<file path="src/rtl/fifo_sync_nbit.sv">
// ============================================================================
// fifo_sync_nbit : single-clock FIFO with registered read port and status flags
// Optional almost_full/almost_empty outputs when FIFO_ALMOST_FLAGS_EN is defined.
// Revision: 1.0
// ============================================================================
`default_nettype none

module fifo_sync_nbit #(
  parameter int DATA_W = 8,
  parameter int DEPTH  = 16,
  parameter int AW     = 4
`ifdef FIFO_ALMOST_FLAGS_EN
  ,
  parameter int AF_LVL = DEPTH - 2,
  parameter int AE_LVL = 2
`endif
) (
  input  logic              clk,
  input  logic              reset_p,
  input  logic              wr_en,
  input  logic [DATA_W-1:0] wr_data,
  input  logic              rd_en,
  output logic [DATA_W-1:0] rd_data,
  output logic              rd_valid,
  output logic              full,
  output logic              empty,
  output logic [AW:0]       count,
  output logic              overflow,
  output logic              underflow
`ifdef FIFO_ALMOST_FLAGS_EN
  ,
  output logic              almost_full,
  output logic              almost_empty
`endif
);

  localparam logic [AW:0]   c_DEPTH   = (AW+1)'(DEPTH);
  localparam logic [AW:0]   c_CNT_ONE = (AW+1)'(1);
  localparam logic [AW-1:0] c_PTR_ONE = AW'(1);

  logic [DATA_W-1:0] r_mem [DEPTH];
  logic [AW-1:0]     r_wr_ptr;
  logic [AW-1:0]     r_rd_ptr;
  logic [AW:0]       r_count;
  logic              r_full;
  logic              r_empty;
  logic [DATA_W-1:0] r_rd_data;
  logic              r_rd_valid;
  logic              r_overflow;
  logic              r_underflow;

  logic              w_wr_acc;
  logic              w_rd_acc;
  logic [AW:0]       w_count_nxt;

  assign w_wr_acc = wr_en & ~r_full;
  assign w_rd_acc = rd_en & ~r_empty;

  always_comb begin
    w_count_nxt = r_count;
    case ({w_wr_acc, w_rd_acc})
      2'b10:   w_count_nxt = r_count + c_CNT_ONE;
      2'b01:   w_count_nxt = r_count - c_CNT_ONE;
      default: w_count_nxt = r_count;
    endcase
  end

  // Storage is deliberately not reset; writes in a reset cycle are dropped.
  always_ff @(posedge clk) begin
    if (!reset_p && w_wr_acc) begin
      r_mem[r_wr_ptr] <= wr_data;
    end
  end

  always_ff @(posedge clk) begin
    if (reset_p) begin
      r_wr_ptr    <= '0;
      r_rd_ptr    <= '0;
      r_count     <= '0;
      r_full      <= 1'b0;
      r_empty     <= 1'b1;
      r_rd_data   <= '0;
      r_rd_valid  <= 1'b0;
      r_overflow  <= 1'b0;
      r_underflow <= 1'b0;
    end else begin
      if (w_wr_acc) begin
        r_wr_ptr <= r_wr_ptr + c_PTR_ONE;
      end
      if (w_rd_acc) begin
        r_rd_ptr  <= r_rd_ptr + c_PTR_ONE;
        r_rd_data <= r_mem[r_rd_ptr];
      end
      r_rd_valid <= w_rd_acc;
      r_count    <= w_count_nxt;
      r_full     <= (w_count_nxt == c_DEPTH);
      r_empty    <= (w_count_nxt == '0);
      if (wr_en && r_full) begin
        r_overflow <= 1'b1;
      end
      if (rd_en && r_empty) begin
        r_underflow <= 1'b1;
      end
    end
  end

  assign rd_data   = r_rd_data;
  assign rd_valid  = r_rd_valid;
  assign full      = r_full;
  assign empty     = r_empty;
  assign count     = r_count;
  assign overflow  = r_overflow;
  assign underflow = r_underflow;

`ifdef FIFO_ALMOST_FLAGS_EN
  localparam logic [AW:0] c_AF_LVL = (AW+1)'(AF_LVL);
  localparam logic [AW:0] c_AE_LVL = (AW+1)'(AE_LVL);

  logic r_almost_full;
  logic r_almost_empty;

  always_ff @(posedge clk) begin
    if (reset_p) begin
      r_almost_full  <= 1'b0;
      r_almost_empty <= 1'b1;
    end else begin
      r_almost_full  <= (w_count_nxt >= c_AF_LVL);
      r_almost_empty <= (w_count_nxt <= c_AE_LVL);
    end
  end

  assign almost_full  = r_almost_full;
  assign almost_empty = r_almost_empty;
`endif

endmodule

`default_nettype wire
</file>
<file path="config.mk">
export PLATFORM = sky130hd
export DESIGN_NAME = fifo_sync_nbit
export DESIGN_NICKNAME = d
export VERILOG_FILES = /design/src/rtl/fifo_sync_nbit.sv
export SDC_FILE = /design/constraint.sdc
export NUM_CORES = 1
export LEC_CHECK = 0
export ABC_AREA = 1
export CAP_MARGIN = 20
export CORE_MARGIN = 1.5
export CORE_UTILIZATION = 48
export DETAILED_ROUTE_END_ITERATION = 8
export PLACE_DENSITY = 0.68
export SETUP_SLACK_MARGIN = 0.4
export SYNTH_ARGS = -nofsm -noshare
export SYNTH_HDL_FRONTEND = slang
export SYNTH_SLANG_ARGS = --single-unit
</file>
<file path="constraint.sdc">
create_clock -name clk -period 2 [get_ports clk]
set_clock_uncertainty 0.1 [all_clocks]
set_input_delay 0.4 -clock clk [delete_from_list [all_inputs] [get_ports clk]]
set_output_delay 0.4 -clock clk [all_outputs]
set_load 0.005 [all_outputs]
</file>
==> flow_summary.json <==
{
  "initial_core_util": 0.496,
  "slowest_delay_ns": 0.37,
  "rrSetupSlack_ns": 0.15,
  "rr_startpoint": "empty",
  "yosys_warnings": 0,
  "period_needed_ns": 1.85,
  "worst_r2r_path_depth": 15,
  "worst_hold_path_type": "in -> reg",
  "ant_nets": 0,
  "min_from": "rd_en",
  "crit_arrival_ns": 2.07,
  "clkTransAtPathRegs_ns": 0.06,
  "routed_wl_um": 17900,
  "grt_pass1_vias": 4444,
  "post_drt_wl_per_cell_um": 22.1,
  "avgViaCountPerCell": 5.90,
  "die_x_um": 117,
  "nets": 644,
  "cts_root_buffer": "clkbuf_16",
  "seq_power_share": 0.421,
  "switching_share": 0.274,
  "dr.pass1.iters": 6,
  "switching_power_mw": 2.39,
  "syn2layout_area_growth_pct": 34.5,
  "io_buffers": 29,
  "rsz0062_at_grt": "yes",
  "slew_headroom": 0.542,
  "via_count": 4776,
  "finalCritPeriodShare": 0.925,
  "r2r_end": "full",
  "ios": 30,
  "ctsHtreeMaxLevel": 4,
  "internal-power_mw": 6.32,
  "synthesis.area_mm2": 0.00628,
  "layout_commonest_cell": "edfxtp_1",
  "die_area_mm2": 0.0138,
  "slew_violations": 0,
  "place_congestion": 0.936,
  "final_cell_mix": "128 x edfxtp_1, 87 x nor2_1, 34 x o21ai_0",
  "p_leak_nw": 3.10,
  "worst_ep_required_time_ns": 2.23,
  "crit_path_top_delay_cell": "dfxtp_4",
  "overflow": 0,
  "diodes": 0,
  "core-area_mm2": 0.0127,
  "ys_seq_elements": 154,
  "post-route-drc-count": 0,
  "antenna_found_initial": 0,
  "cts_made_buffers": 17,
  "ir_drop_mv": 0.811,
  "cpMostUsedCell": "nand2_2",
  "status": "completed",
  "insertion_delay_ns": 0.43,
  "crit_type": "reg -> reg",
  "grt_usage": 0.240,
  "ff_latch_area_mm2": 0.00439,
  "hold-path-endpoint": "underflow",
  "grt_pass1_wl_um": 24500,
  "cts_sinks": 154,
  "cellPowerDensity_mw_per_mm2": 1030,
  "fill_cells": 891,
  "rows": 41,
  "fin_util": 0.667,
  "tritoncts": "done",
  "dp_hpwl_um": 9200,
  "multi_input_area_mm2": 0.00204,
  "synth_seq_area_share": 0.695,
  "cts_buffer_depth": 2,
  "cp_max_fo": 4,
  "hold_depth": 3,
  "netlist_instances": 538,
  "syn_avg_cell_area_um2": 11.7,
  "die_h_um": 117,
  "cp-start-kind": "flop",
  "pwr-share-clk": 0.368,
  "cap_violations": 0,
  "power_mw": 8.71,
  "synth.distinct_cells": 25,
  "critical_path.cell_chain": "nor2_8, nand2_2, nand2_2, nand2_2, inv_2, ha_4, inv_4, nand2_4, nand3_4, o21ai_2, nand3_1, nand2_1, nand2_2, nand2_2, nor2_1",
  "grt_max_degree": 33,
  "p_comb_frac": 0.211,
  "fmax_mhz": 541,
  "syn_nets": 557,
  "worst_setup_path_end_kind": "flop",
  "drive_above_1_share": 0.315,
  "drt_iter0_drc": 800,
  "worstMarginPinSlew_ns": 0.685,
  "hold_violations": 0,
  "setup_viol": 0
}
[layout make-up]
type / instances / share of cell area
clock inverters: 13 / 0.0179
inverters: 36 / 0.0188
well taps: 172 / 0.0255
clock buffers: 19 / 0.0512
flip-flops and latches: 154 / 0.519
repair buffers: 96 / 0.126
multi-input cells: 320 / 0.241
[per-stage QoR]
stage | setup slack, ns | instances | hold WS, ns | area, um2 | setup TNS (ns)
final | 0.151 | 810 | 0.262 | 8450 | 0
after global routing | 0.0201 | 810 | 0.268 | 8450 | 0
after global placement | -0.330 | 756 | 0.348 | 6980 | -26.24
after detailed placement | -0.447 | 756 | 0.354 | 6980 | -29.90
after floorplan | 0.198 | 538 | 0.360 | 6300 | 0
after CTS | 0.222 | 796 | 0.252 | 7860 | 0
[how the worst max path moves through the flow]
| stage | depth (start not counted) | slack, ns | endpoint | from |
|---|---|---|---|---|
| after floorplan | 5 | 0.20 | r_mem[10][0] | full |
| after global placement | 17 | -0.33 | full | rd_en |
| after detailed placement | 16 | -0.45 | empty | rd_en |
| after CTS | 16 | 0.22 | full | empty |
| after global routing | 12 | 0.02 | empty | empty |
| final | 15 | 0.15 | full | empty |
[power groups by stage]
stage | Sequential [mW] | Combinational [mW] | Clock (mW)
6_report | 3.67 | 1.84 | 3.21
3_5_place_dp | 3.72 | 1.23 | 0
5_1_grt | 3.68 | 1.95 | 3.36
3_3_place_gp | 3.71 | 1.20 | 0
2_1_floorplan | 3.71 | 0.732 | 0
4_1_cts | 3.66 | 1.42 | 3.22
[repair_timing]
| action | CTS | global route |
|---|---|---|
| gates resized for setup | 83 | 122 |
| pin swaps | 18 | 39 |
| hold buffers | 0 | 0 |
| gates cloned | 3 | 6 |
| endpoints found under the hold margin | 0 | 0 |
| endpoints found under the setup margin | 162 | 111 |
| setup buffers | 5 | 8 |
[synth_stat cells]
master    instances  share of area
inv_2             3         0.0018
nand4_1           1         0.0010
nand2_4           1         0.0018
clkinv_1          2         0.0012
o21ai_1          20          0.016
ha_1              7          0.014
o21ai_0          59          0.047
nand3_1          28          0.022
buf_2             8         0.0064
nor3_1           10         0.0080
dfxtp_1          26          0.083
nor2_1          108          0.065
clkbuf_1         13         0.0078
nand2_1          35          0.021
xor2_1            1         0.0014
edfxtp_1        128           0.61
o211ai_1          5         0.0060
a21oi_1           9         0.0072
o21bai_1          1         0.0012
nor2_8            1         0.0032
buf_6             7          0.013
o22ai_1          10          0.010
nand2_2           2         0.0020
inv_1            31          0.019
o221ai_1         22          0.031
[flip-flops by register name (all words and copies together) (netlist names), 4 cells and up]
signal    count
count         5
r_mem       128
r_rd_ptr      4
r_wr_ptr      4
rd_data       8
[critical path, delay by kind of cell, from the launching register on]
kind | cells | cell delay (ns)
fa+ha+maj | 1 | 0.14
simple gates | 11 | 0.88
buf+inv | 2 | 0.12
flops | 1 | 0.37
compound gates | 1 | 0.15
[cell families after synthesis]
family | after synthesis | synth area share
AOI/OAI and AO/OA | 126 | 0.118
xor gates and xnor gates | 1 | 0.00139
adders and majority gates | 7 | 0.0139
buffers and inverters | 64 | 0.0482
DFF | 154 | 0.695
and+or+nand+nor | 186 | 0.124
[metal layers]
metal | wire [um] | GRT usage
met4 | 568 | 0.100
met1 | 6800 | 0.304
met2 | 9060 | 0.388
met3 | 1500 | 0.0676
met5 | 0 | 0
(Power assumes the default switching activity.)
